**config.mk**
```make
export PLATFORM = sky130hd
export DESIGN_NAME = score_event_arbiter
export DESIGN_NICKNAME = d
export VERILOG_FILES = /design/src/rtl/score_pkg.sv /design/src/rtl/rr_arbiter.sv /design/src/rtl/score_event_arbiter.sv
export SDC_FILE = /design/constraint.sdc
export NUM_CORES = 1
export LEC_CHECK = 0
export BUFFER_PORTS_ARGS = -buffer_cell sky130_fd_sc_hd__buf_4
export CAP_MARGIN = 20
export CELL_PAD_IN_SITES_DETAIL_PLACEMENT = 2
export CELL_PAD_IN_SITES_GLOBAL_PLACEMENT = 2
export CORE_MARGIN = 2
export CORE_UTILIZATION = 32
export DETAILED_ROUTE_END_ITERATION = 10
export GPL_TIMING_DRIVEN = 1
export PLACE_DENSITY_LB_ADDON = 0.15
export SYNTH_ARGS = -nofsm -noshare
export SYNTH_HDL_FRONTEND = slang
export SYNTH_SLANG_ARGS = --single-unit
```
**constraint.sdc**
```tcl
create_clock -name clk -period 5.5 [get_ports clk]
set_clock_uncertainty 0.2 [all_clocks]
set_input_delay 0.825 -clock clk [delete_from_list [all_inputs] [get_ports clk]]
set_output_delay 0.825 -clock clk [all_outputs]
set_load 0.005 [all_outputs]
```
**src/rtl/score_pkg.sv**
```systemverilog
// Shared definitions for the judge -> arbiter -> score updater path.
package score_pkg;

  // Judgement grades as delivered by the lane judges.
  localparam logic [1:0] GRADE_NONE    = 2'b00;
  localparam logic [1:0] GRADE_MISS    = 2'b01;
  localparam logic [1:0] GRADE_GOOD    = 2'b10;
  localparam logic [1:0] GRADE_PERFECT = 2'b11;

  // Selector handed to the score updater; the encoding equals the grade so
  // an issued event can be forwarded without translation.
  typedef enum logic [1:0] {
    SEL_NONE    = 2'b00,
    SEL_MISS    = 2'b01,
    SEL_GOOD    = 2'b10,
    SEL_PERFECT = 2'b11
  } upd_sel_e;

  // A strobe with grade 00 carries no judgement and is ignored.
  function automatic logic grade_is_event(input logic [1:0] grade);
    return grade != GRADE_NONE;
  endfunction

endpackage

```
**src/rtl/rr_arbiter.sv**
```systemverilog
// Round-robin priority picker: grants the first requester at or above the
// pointer, wrapping from the top lane back to lane 0. Purely combinational.
module rr_arbiter #(
  parameter  int NUM_LANES = 4,
  localparam int LW        = $clog2(NUM_LANES)
) (
  input  logic [NUM_LANES-1:0] req_i,
  input  logic [LW-1:0]        ptr_i,
  output logic [NUM_LANES-1:0] gnt_o,
  output logic [LW-1:0]        gnt_idx_o,
  output logic                 any_gnt_o
);

  // Walk the lanes starting at the pointer; the first request found wins.
  always_comb begin
    int          lane;
    logic [LW-1:0] lane_idx;
    gnt_o     = '0;
    gnt_idx_o = '0;
    any_gnt_o = 1'b0;
    lane      = 0;
    lane_idx  = '0;
    for (int k = 0; k < NUM_LANES; k++) begin
      lane = int'(ptr_i) + k;
      if (lane >= NUM_LANES) begin
        lane = lane - NUM_LANES;
      end
      lane_idx = LW'(lane);
      if (!any_gnt_o && req_i[lane_idx]) begin
        any_gnt_o       = 1'b1;
        gnt_o[lane_idx] = 1'b1;
        gnt_idx_o       = lane_idx;
      end
    end
  end

endmodule

```
**src/rtl/score_event_arbiter.sv**
```systemverilog
// Serialises per-lane hit judgements into the single score/streak update
// path. Each lane owns a one-deep pending slot; a round-robin arbiter issues
// at most one event per clock. Events arriving at an occupied, non-granted
// slot are dropped and counted; game_active low flushes everything silently.
module score_event_arbiter #(
  parameter  int NUM_LANES = 4,
  parameter  int DROP_W    = 8,
  localparam int LW        = $clog2(NUM_LANES),
  localparam int CW        = $clog2(NUM_LANES + 1)
) (
  input  logic                   clk,
  input  logic                   reset,
  input  logic                   game_active,
  input  logic [NUM_LANES-1:0]   hit_valid,
  input  logic [2*NUM_LANES-1:0] hit_grade,
  output logic [1:0]             upd_sel,
  output logic [LW-1:0]          upd_lane,
  output logic [NUM_LANES-1:0]   pending,
  output logic [DROP_W-1:0]      drop_count,
  output logic                   overflow
);

  import score_pkg::*;

  logic [NUM_LANES-1:0]   pending_q, pending_d;
  logic [2*NUM_LANES-1:0] slot_q, slot_d;
  logic [LW-1:0]          rr_ptr_q, rr_ptr_d;
  upd_sel_e               upd_sel_q, upd_sel_d;
  logic [LW-1:0]          upd_lane_q, upd_lane_d;
  logic [DROP_W-1:0]      drop_q, drop_d;
  logic                   overflow_q, overflow_d;

  logic [NUM_LANES-1:0]   req;
  logic [NUM_LANES-1:0]   gnt;
  logic [LW-1:0]          gnt_idx;
  logic                   any_gnt;
  logic [CW-1:0]          n_drop;
  logic [DROP_W:0]        drop_sum;

  // Slots only compete while the song is playing; this also blocks issue
  // during a flush.
  assign req = pending_q & {NUM_LANES{game_active}};

  rr_arbiter #(
    .NUM_LANES (NUM_LANES)
  ) u_rr_arbiter (
    .req_i     (req),
    .ptr_i     (rr_ptr_q),
    .gnt_o     (gnt),
    .gnt_idx_o (gnt_idx),
    .any_gnt_o (any_gnt)
  );

  // Slot bookkeeping: release the granted slot, capture new judgements into
  // free (or just-freed) slots, count the ones that find their slot busy.
  always_comb begin
    logic [1:0] lane_grade;
    lane_grade = GRADE_NONE;
    pending_d  = pending_q & ~gnt;
    slot_d     = slot_q;
    n_drop     = '0;
    for (int i = 0; i < NUM_LANES; i++) begin
      if (gnt[i]) begin
        slot_d[2*i +: 2] = GRADE_NONE;
      end
    end
    if (!game_active) begin
      pending_d = '0;
    end else begin
      for (int i = 0; i < NUM_LANES; i++) begin
        lane_grade = hit_grade[2*i +: 2];
        if (hit_valid[i] && grade_is_event(lane_grade)) begin
          if (!pending_q[i] || gnt[i]) begin
            pending_d[i]     = 1'b1;
            slot_d[2*i +: 2] = lane_grade;
          end else begin
            n_drop = n_drop + CW'(1);
          end
        end
      end
    end
  end

  // Drop accounting saturates at all-ones; several lanes may drop at once.
  always_comb begin
    drop_sum   = {1'b0, drop_q} + (DROP_W + 1)'(n_drop);
    drop_d     = drop_sum[DROP_W] ? {DROP_W{1'b1}} : drop_sum[DROP_W-1:0];
    overflow_d = overflow_q | (n_drop != '0);
  end

  // Issue stage: forward the granted slot's grade and advance the pointer
  // past the winner; with no winner the lane index is left as it was.
  always_comb begin
    upd_sel_d  = SEL_NONE;
    upd_lane_d = upd_lane_q;
    rr_ptr_d   = rr_ptr_q;
    if (any_gnt) begin
      upd_sel_d  = upd_sel_e'(slot_q[2*gnt_idx +: 2]);
      upd_lane_d = gnt_idx;
      rr_ptr_d   = (gnt_idx == LW'(NUM_LANES - 1)) ? '0 : gnt_idx + LW'(1);
    end
  end

  // State registers, cleared asynchronously.
  always_ff @(posedge clk or negedge reset) begin
    if (!reset) begin
      pending_q  <= '0;
      slot_q     <= '0;
      rr_ptr_q   <= '0;
      upd_sel_q  <= SEL_NONE;
      upd_lane_q <= '0;
      drop_q     <= '0;
      overflow_q <= 1'b0;
    end else begin
      pending_q  <= pending_d;
      slot_q     <= slot_d;
      rr_ptr_q   <= rr_ptr_d;
      upd_sel_q  <= upd_sel_d;
      upd_lane_q <= upd_lane_d;
      drop_q     <= drop_d;
      overflow_q <= overflow_d;
    end
  end

  assign upd_sel    = upd_sel_q;
  assign upd_lane   = upd_lane_q;
  assign pending    = pending_q;
  assign drop_count = drop_q;
  assign overflow   = overflow_q;

endmodule
```
==> impl_results.md, run 1 <==
- Place WS: -0.0181 ns
- Starting Density: 32.7%
- Fin. max-slew vios: 0
- First-pass GRT wire length: 10.5 mm
- Final hold violation count: 0
- Ys async rst share: 100%
- Via-to-Cell Ratio: 5.50
- Dpl hpwl: 5.11 mm
- Setup_tns: 0 ns
- Antenna Cells: 0
- Initial antenna violation count: 0
- CP endpoint kind: flop
- Non-filler cells, final: 333
- IO buf count: 31
- CTS sink cnt: 27
- Synth Area per Inst: 9.54 µm²
- Reg power frac: 30.0%
- Peak Freq: 0.193 GHz
- Synthesized area: 0.00204 mm²
- Total die area: 0.00703 mm²
- CP required: 5.49 ns
- Worst r2r src: rr_ptr_q[1]
- Clock-pin slew of the registers on the worst-case setup and hold paths: 0.12 ns
- Worst-Margin Slew: 0.885 ns
- Clk buf depth: 2
- Post-Syn Nets: 242
- Final cycle utilization of the critical path: 94.0%
- Switching pwr: 0.000462 W
- Post-route ant nets: 0
- Setup violations, final: 0
- Core area: 0.00624 mm²
- Post-synth top flop: dfrtp_1
- Initial DRC count: 64
- Register area share after synthesis: 33.1%
- Area delta synth->final: 22.7%
- R2r setup slk: 0.33 ns
- Total grt overflow: 0
- Clk pwr share: 12.0%
- Filler cells: 712
- Worst Setup Slack, final: 0.328 ns
- CTS root buf: clkbuf_8
- First-pass detailed-route iteration total: 4
- Nets: 285
- P per Cell Area: 434 mW/mm²
- Die width: 83.9 µm
- Total Power: 0.00109 W
- Leak: 1.14 nW
- Tmin final: 5.17 ns
- IO Pins: 32
- Hold-fix buffers at CTS: 0
- Most frequent cells in the layout: buf_4, dfrtp_1, nand2_1
- Gpl congestion: 0.794
- Total number of vias: 1,832
- Placement Rows: 29
- H-tree levels: 1
- Layout cell share with drive strength beyond 1: 30.1%
- Critical Path AT: 5.16 ns
- Peak supply drop: 0.216 mV
- Die Y: 83.9 µm
- Most common cell after layout, fill and taps aside: buf_4
- Largest net degree at the start of global routing: 28
- GRT Util Overall: 19.0%
- Post-synthesis cell count: 214
- TritonCTS clock tree: built
- Combinational group share of total power: 58.0%
- R2R cell count: 24
- Inst Count DP: 327
- Unrepaired setup endpoints after global routing: false
- Max-cap violations: 0
- Sw Share: 42.5%
- P_int: 0.000624 W
- Startpoint Class: flop
- Residual DRC count: 0
- Wirelength per Cell: 19.0 µm
- Hold Crit Class: in -> async
- Synth Warn #: 0
- Wire length after detailed routing: 6.33 mm
- CTS Buf Count: 3
- Seq cells post-synth: 27
- Number of synthesized flops with an enable pin: 0
- RR Endpoint: drop_count[4]
- Max-Slew Margin vs Limit: 40.3%
- Clock latency on the worst-skew pair: 0.29 ns
- Outcome: finished, final reports clean
- CP max FO: 4
- Vias in the first global route: 1,967
- WS Path Type: reg -> reg
- Cell variety after synth: 58
==> synth_stat cells (2+ instances only) <==
library cell	n	area share (%)
a22o_1	5	2.1
dfrtp_1	27	33
nor2_1	16	2.9
buf_6	4	2.2
xnor2_1	6	2.6
nand3_1	13	3.2
and3_2	2	0.74
inv_1	11	2.0
a32o_1	3	1.5
nor4bb_1	3	1.5
nand4_1	3	0.92
and2b_2	2	0.86
o21ai_0	8	2.0
o22ai_1	4	1.2
mux4_2	3	3.3
mux2i_1	8	3.9
nor2b_1	6	1.8
a31oi_1	2	0.61
a21o_1	2	0.74
nand2_1	17	3.1
ha_1	12	7.4
and2_2	2	0.74
o21a_1	3	1.1
nor3_1	3	0.74
nor3b_1	2	0.74
a22oi_1	2	0.74
a21oi_1	12	2.9
nand2b_1	3	0.92
==> state kept, by name, indices dropped and copies added, names as in the netlist, named ones only <==
name / cells
upd_sel: 2
pending: 4
slot_q: 8
upd_lane: 2
rr_ptr_q: 1
overflow: 1
drop_count: 8
==> cell families (layout without fill, tap and decap cells) <==
| logic type | count (synthesis) | after routing | share of synthesized area [%] |
|---|---|---|---|
| simple gates | 84 | 84 | 23.1 |
| fa+ha+maj | 13 | 13 | 8.34 |
| xor+xnor | 7 | 7 | 3.00 |
| flops | 27 | 27 | 33.1 |
| buf+inv | 19 | 61 | 5.95 |
| mux | 13 | 13 | 8.34 |
| compound gates | 51 | 51 | 18.1 |
==> area by class of cell <==
type / count / area, µm² / area share (%)
Multi-Input combinational cell: 168 / 1300 / 51.8
Timing Repair Buffer: 46 / 345 / 13.8
Clock buffer: 3 / 41.3 / 1.65
Clock inverter: 1 / 7.51 / 0.300
Sequential cell: 27 / 676 / 27.0
Tap cell: 77 / 96.3 / 3.85
Inverter: 11 / 41.3 / 1.65
==> worst max-delay path, stage by stage, from the launching register on <==
cell and delay [ns]:
dfrtp_1 0.38, inv_1 0.06, ha_1 0.30, and4b_1 0.22, or4_4 0.54, and2_2 0.22
a22oi_1 0.14, o21ai_0 0.13, or2_2 0.34, inv_1 0.07, ha_1 0.22, nand2_1 0.10
o31ai_4 0.10, ha_1 0.30, mux2_2 0.28, ha_1 0.20, inv_1 0.07, nor3_2 0.06
xnor2_1 0.16, nor2_2 0.20, ha_4 0.25, a21oi_2 0.21, nor2b_1 0.08, xnor2_1 0.15
nand2_1 0.08
==> power by group through the flow <==
stage	Combinational, W	Clock, W	Sequential (W)
after CTS	0.000622	0.000136	0.000326
after floorplan	0.000407	0	0.000319
final	0.000629	0.000131	0.000325
after global routing	0.000692	0.000144	0.000336
after global placement	0.000598	0	0.000325
after detailed placement	0.000618	0	0.000329
==> per-layer routing <==
layer | vias up | share of wire [%] | track usage [%]
met1 | 929 | 43 | 23.5
li1 | 869 | - | -
met2 | 28 | 53 | 35.2
met5 | - | 0 | 0
met4 | 0 | 1.1 | 4.25
met3 | 6 | 2.3 | 2.08
==> through the flow <==
| step | hold WS (ns) | area (µm²) | util, % |
|---|---|---|---|
| 2_1_floorplan | 0.233 | 2040 | - |
| 3_3_place_gp | 0.260 | 2390 | 38.3 |
| 3_5_place_dp | 0.281 | 2390 | 38.3 |
| 4_1_cts | 0.242 | 2440 | 39.2 |
| 5_1_grt | 0.252 | 2500 | 40.1 |
| 6_report | 0.234 | 2500 | 40.1 |
==> how the worst max path moves through the flow <==
stage | endpoint | from | slack (ns) | cells past startpoint
after floorplan | drop_count[5] | flop | 0.10 | 24
after global placement | drop_count[5] | flop | 0.20 | 22
after detailed placement | drop_count[4] | flop | -0.02 | 23
after CTS | drop_count[4] | flop | 0.07 | 22
after global routing | drop_count[4] | rr_ptr_q[1] | 0.006 | 23
final | drop_count[4] | rr_ptr_q[1] | 0.33 | 24
==> what timing repair did <==
action | in CTS | in global routing
endpoints found under the setup margin | 2 | 8
buffers inserted | 0 | 2
gates resized for setup | 2 | 9
pin swaps | 0 | 4
No activity file was read; power rests on OpenSTA's default activity.
==> inputs of run 2 (changes only) <==
--- a/config.mk
+++ b/config.mk
@@ -9,11 +9,11 @@
 export CAP_MARGIN = 20
 export CELL_PAD_IN_SITES_DETAIL_PLACEMENT = 2
 export CELL_PAD_IN_SITES_GLOBAL_PLACEMENT = 2
-export CORE_MARGIN = 2
+export CORE_MARGIN = 1
 export CORE_UTILIZATION = 32
 export DETAILED_ROUTE_END_ITERATION = 10
 export GPL_TIMING_DRIVEN = 1
-export PLACE_DENSITY_LB_ADDON = 0.15
+export PLACE_DENSITY_LB_ADDON = 0.25
 export SYNTH_ARGS = -nofsm -noshare
 export SYNTH_HDL_FRONTEND = slang
 export SYNTH_SLANG_ARGS = --single-unit
==> run 2 against run 1 <==
  * Total power fell by 1.1%
  * Count of clock-buffer cells in the layout did not move
  * Fmax fell by 0.81%
  * Combinational power fell by 0.6%
  * Global-route usage rose by 2.1 points
  * Non-clock buffer count did not move
  * Register-to-register slack got worse by 0.04 ns
  * Cell area fell by 0.90%
  * Sequential power barely moved
  * Critical path type unchanged
  * Critical endpoint is now drop_count[5]
  * Largest cell class unchanged
==> impl_results.md, run 2 (synthesis results as in run 1) <==
- Reg power frac: 30.5% (+0.5 points)
- Max-cap violations: 0 (unchanged)
- Initial DRC count: 81 (+27%)
- Most common cell after layout, fill and taps aside: buf_4
- Area of placed instances: 0.00238 mm² (-0.10%)
- P per Cell Area: 433 mW/mm² (-0.20%)
- Clock-pin slew of the registers on the worst-case setup and hold paths: 0.11 ns (about the same)
- IO buf count: 31 (unchanged)
- CTS Buf Count: 3 (unchanged)
- Antenna Cells: 0 (unchanged)
- Gpl congestion: 0.823 (+3.6%)
- Clk buf depth: 2 (unchanged)
- TritonCTS clock tree: built
- Post-route cell area: 0.00248 mm² (-0.90%)
- P_int: 0.000621 W (-0.51%)
- Residual DRC count: 0 (unchanged)
- Worst-Margin Slew: 0.960 ns (+0.0756 ns)
- WS Path Type: reg -> reg
- Starting Density: 33.9% (+1.2 points)
- Die Y: 81.9 µm (-2.4%)
- Total grt overflow: 0 (unchanged)
- Combinational group share of total power: 58.2% (+0.2 points)
- Switching pwr: 0.000453 W (-1.9%)
- H-tree levels: 1 (unchanged)
- Die width: 81.9 µm (-2.4%)
- Total number of vias: 1,840 (+0.44%)
- Sw Share: 42.2% (-0.34 points)
- Clock latency on the worst-skew pair: 0.28 ns (about the same)
- Worst Setup Slack, final: 0.286 ns (-0.0421 ns)
- Vias in the first global route: 1,974 (+0.36%)
- Final hold violation count: 0 (unchanged)
- First-pass detailed-route iteration total: 4 (unchanged)
- Hold-fix buffers at CTS: 0 (unchanged)
- Max-Slew Margin vs Limit: 35.1% (-5.1 points)
- Critical Path AT: 5.17 ns (about the same)
- Final Core Density: 41.2% (+1.1 points)
- Peak supply drop: 0.180 mV (-17%)
- Nets: 285 (unchanged)
- Layout cell share with drive strength beyond 1: 29.3% (-0.78 points)
- CP max FO: 6 (+2)
- Tmin final: 5.21 ns (+0.0421 ns)
- Peak Freq: 0.192 GHz (-0.81%)
- Setup violations, final: 0 (unchanged)
- Leak: 1.14 nW (+0.18%)
- Dpl hpwl: 5.05 mm (-1.0%)
- Largest net degree at the start of global routing: 28 (unchanged)
- Wire length after detailed routing: 6.38 mm (+0.79%)
- CTS sink cnt: 27 (unchanged)
- Total Power: 0.00107 W (-1.1%)
- IO Pins: 32 (unchanged)
- CTS root buf: clkbuf_8
- Core area: 0.00603 mm² (-3.4%)
- Final cycle utilization of the critical path: 94.8% (+0.77 points)
- Total die area: 0.00670 mm² (-4.7%)
- Most frequent cells in the layout: buf_4, dfrtp_1, nand2_1
- Initial antenna violation count: 0 (unchanged)
- Startpoint Class: flop
- Fin. max-slew vios: 0 (unchanged)
- Area delta synth->final: 21.6%
- Hold Crit Class: in -> async
- CP required: 5.46 ns (-0.03 ns)
- Via-to-Cell Ratio: 5.56 (+1.0%)
- Place WS: 0.0186 ns (+0.0366 ns)
- Post-route ant nets: 0 (unchanged)
- CP endpoint kind: flop
- Clk pwr share: 11.3% (-0.7 points)
- Outcome: finished, final reports clean
- Wirelength per Cell: 19.3 µm (+1.4%)
- Setup_tns: 0 ns (unchanged)
- GRT Util Overall: 21.1% (+2.1 points)
- First-pass GRT wire length: 10.5 mm (+0.19%)
- Placement Rows: 28 (-3.4%)
## run 2: cell counts in the layout (fill, tap and decap cells not counted)
Identical to the previous run, type by type.
## run 2: timing repair
item / 4_1_cts / 5_1_grt
setup endpoints to repair: 1 / 8
gates resized for setup: 1 / 8
setup buffers: 0 / 2
pin swaps: 0 / 3
## run 2: per-layer routing
| layer | wire (µm) | global-route usage (%) | up-vias |
|---|---|---|---|
| met3 | 241 | 3.67 | 2 |
| met4 | 19 | 2.28 | 0 |
| met2 | 3220 | 36.4 | 39 |
| met5 | 0 | 0 | - |
| li1 | - | - | 863 |
| met1 | 2900 | 28.0 | 936 |
## run 2: path summary, 6_finish.rpt
kind	slack, ns	cells after the start	end
max in group asynchronous	4.57	1	pending[3]
setup reg to reg	0.29	24	drop_count[5]
hold reg to reg	0.30	1	upd_lane[1]
hold / removal	0.24	1	upd_lane[0]
setup / recovery	0.29	24	drop_count[5]
min in group clk	0.30	1	upd_lane[1]
## run 2: layout make-up
cell class | instances | area [µm²]
repair buffers | 46 | 345
well taps | 75 | 93.8
flip-flops and latches | 27 | 676
fillers | 660 | 3540
clock buffers | 3 | 41.3
inverters | 11 | 41.3
multi-input cells | 168 | 1280
clock inverters | 1 | 7.51
## run 2: critical path, stage by stage (launching register included)
cell and delay [ns]:
dfrtp_1 0.37, inv_1 0.07, ha_1 0.35, and4b_1 0.22
or4_4 0.54, and2_2 0.21, a22oi_1 0.13, o21ai_0 0.15
or2_4 0.29, inv_1 0.06, ha_1 0.22, nand2_1 0.10
o31ai_4 0.10, ha_1 0.30, mux2_2 0.29, ha_1 0.20
inv_1 0.06, nor3_2 0.05, xnor2_1 0.14, nor2_1 0.17
ha_1 0.31, a21oi_2 0.24, nor2_2 0.09, nand3_2 0.14
nand3_1 0.10
## run 2: metrics by stage
stage / cells / hold WS [ns]
finish: 331 / 0.242
global route: 331 / 0.251
CTS: 329 / 0.253
detailed placement: 325 / 0.275
global placement: 325 / 0.266
floorplan: 214 / 0.233
## run 2: power by group through the flow
stage	clock, W	combinational, W	sequential (W)
final	0.000121	0.000625	0.000327
after global routing	0.000135	0.000695	0.000336
after CTS	0.000128	0.000619	0.000327
after detailed placement	0	0.000615	0.000331
after global placement	0	0.000598	0.000327
after floorplan	0	0.000407	0.000319
==> inputs of run 3 (changes only) <==
--- a/config.mk
+++ b/config.mk
@@ -13,7 +13,7 @@
 export CORE_UTILIZATION = 32
 export DETAILED_ROUTE_END_ITERATION = 10
 export GPL_TIMING_DRIVEN = 1
-export PLACE_DENSITY_LB_ADDON = 0.25
+export PLACE_DENSITY = 0.86
 export SYNTH_ARGS = -nofsm -noshare
 export SYNTH_HDL_FRONTEND = slang
 export SYNTH_SLANG_ARGS = --single-unit
==> run 3 against run 2 <==
  * First-iteration DRC count rose by 8.6%
  * Non-clock buffer count fell by 3
  * Final cell count fell by 0.91%
  * Die area did not move
  * Cell area fell by 0.40%
  * Highest routed layer unchanged
==> impl_results.md, run 3 (synthesis results as in run 1) <==
- CP required: 5.48 ns (+0.02 ns)
- Worst path max stage delay: 0.56 ns (+0.02 ns)
- Die width: 81.9 µm (unchanged)
- Most frequent CP cell: ha_1
- IO buf count: 31 (unchanged)
- Critical Path AT: 5.25 ns (+0.08 ns)
- Placement Rows: 28 (unchanged)
- Buf/Inv on CP: 2 (-1)
- Core area: 0.00603 mm² (unchanged)
- IO Pins: 32 (unchanged)
- Final hold violation count: 0 (unchanged)
- P per Cell Area: 452 mW/mm² (+4.5%)
- Hold Crit Class: in -> async
- Inst Count DP: 322 (-0.92%)
- Clock-pin slew of the registers on the worst-case setup and hold paths: 0.11 ns (about the same)
- Largest net degree at the start of global routing: 28 (unchanged)
- Max-cap violations: 0 (unchanged)
- CTS root buf: clkbuf_8
- CP endpoint kind: flop
- Non-filler cells, final: 328 (-0.91%)
- Peak Freq: 0.190 GHz (-1.1%)
- Wire length after detailed routing: 7.06 mm (+11%)
- H-tree levels: 1 (unchanged)
- Final cycle utilization of the critical path: 95.8% (+1.0 points)
- Via-to-Cell Ratio: 5.77 (+3.8%)
- Initial DRC count: 88 (+8.6%)
- Area delta synth->final: 21.1%
- TritonCTS clock tree: built
- CP max FO: 5 (-1)
- CP Cell Sequence: inv_2, ha_4, and4b_1, or4_4, and2_2, a22oi_1, o21ai_1, or2_2, inv_1, ha_1, nand2_1, o31ai_4, ha_1, mux2_2, ha_1, mux2i_1, nor2_2, ha_1, a21o_1, a21oi_4, xor2_1, nand2_1
- Most common cell after layout, fill and taps aside: buf_4
- Wirelength per Cell: 21.5 µm (+12%)
- Post-route ant nets: 0 (unchanged)
- WS Path Type: reg -> reg
- Total die area: 0.00670 mm² (unchanged)
- Outcome: finished, final reports clean
- CTS Buf Count: 3 (unchanged)
- CTS sink cnt: 27 (unchanged)
- Worst-Margin Slew: 1.01 ns (+0.0502 ns)
- Leak: 1.12 nW (-1.5%)
- Antenna Cells: 0 (unchanged)
- Layout cell share with drive strength beyond 1: 29.2% (-0.048 points)
- Initial antenna violation count: 0 (unchanged)
- Worst hold margin: 0.245 ns (+0.00376 ns)
- Peak supply drop: 0.180 mV (-0.17%)
- Total number of vias: 1,893 (+2.9%)
- Most frequent cells in the layout: buf_4, dfrtp_1, nand2_1
- Setup violations, final: 0 (unchanged)
- Setup_tns: 0 ns (unchanged)
- Vias in the first global route: 2,042 (+3.4%)
- Tmin final: 5.27 ns (+0.0563 ns)
- Worst Setup Slack, final: 0.230 ns (-0.0563 ns)
- Slowest cell on crit path: or4_4
- First-pass detailed-route iteration total: 4 (unchanged)
- Total grt overflow: 0 (unchanged)
- Dpl hpwl: 5.20 mm (+2.9%)
- Fin. max-slew vios: 0 (unchanged)
- Place WS: -0.0521 ns (-0.0706 ns)
- Max-Slew Margin vs Limit: 31.8% (-3.4 points)
- Startpoint Class: flop
- Residual DRC count: 0 (unchanged)
- CP top delay family: simple AND/OR/NAND/NOR gates
- Starting Density: 33.9% (unchanged)
- First-pass GRT wire length: 11.0 mm (+4.3%)
- Clk buf depth: 2 (unchanged)
- Nets: 282 (-1.1%)
- Total Power: 0.00112 W (+4.1%)
- GRT Util Overall: 21.7% (+0.66 points)
- Hold-fix buffers at CTS: 0 (unchanged)
- Clock latency on the worst-skew pair: 0.28 ns (about the same)
- Die Y: 81.9 µm (unchanged)
- Gpl congestion: 0.811 (-1.4%)
-- run 3: cell types whose count changed in the layout (fill, tap and decap cells not counted), sizes merged --
| cell | before | now |
|---|---|---|
| buf | 46 | 43 |
-- run 3: area by class of cell --
type / count / area [µm²]
clock buffers: 3 / 41.3
clock inverters: 1 / 7.51
fillers: 666 / 3550
inverters: 11 / 41.3
multi-input cells: 168 / 1290
flip-flops and latches: 27 / 676
well taps: 75 / 93.8
repair buffers: 43 / 323
-- run 3: report_power, final --
group / switching [W] / internal (W)
Clock: 0.0000708 / 0.0000517
Sequential: 0.0000665 / 0.000268
Combinational: 0.000348 / 0.000312
Total: 0.000485 / 0.000632
-- run 3: per-stage QoR --
stage                     area [µm²]  util, %
final                           2470     41.0
after global routing            2470     41.0
after CTS                       2420     40.2
after detailed placement        2360     39.2
after global placement          2360     39.2
after floorplan                 2040        -
-- run 3: worst paths after layout --
kind	cells after the start	start	to	slack (ns)
worst min register to register	1	upd_lane[1]	upd_lane[1]	0.30
worst max-delay path	22	rr_ptr_q[1]	drop_count[3]	0.23
min in group clk	1	upd_lane[1]	upd_lane[1]	0.30
max in group asynchronous	1	reset	slot_q[7]	4.57
worst max register to register	22	rr_ptr_q[1]	drop_count[3]	0.23
worst min-delay path	1	reset	slot_q[5]	0.25
-- run 3: per-layer routing --
| metal | track usage (%) | part of all wire, % | routed length (µm) |
|---|---|---|---|
| met4 | 4.56 | 2.4 | 168 |
| met1 | 27.1 | 43 | 3030 |
| met3 | 2.89 | 3.4 | 243 |
| met5 | 0 | 0 | 0 |
| met2 | 39.4 | 51 | 3620 |
-- run 3: what timing repair did --
| action | 4_1_cts | 5_1_grt |
|---|---|---|
| setup endpoints to repair | 7 | 8 |
| cloned | 0 | 0 |
| pin swaps | 0 | 3 |
| setup buffers | 0 | 2 |
| resized for setup | 3 | 9 |
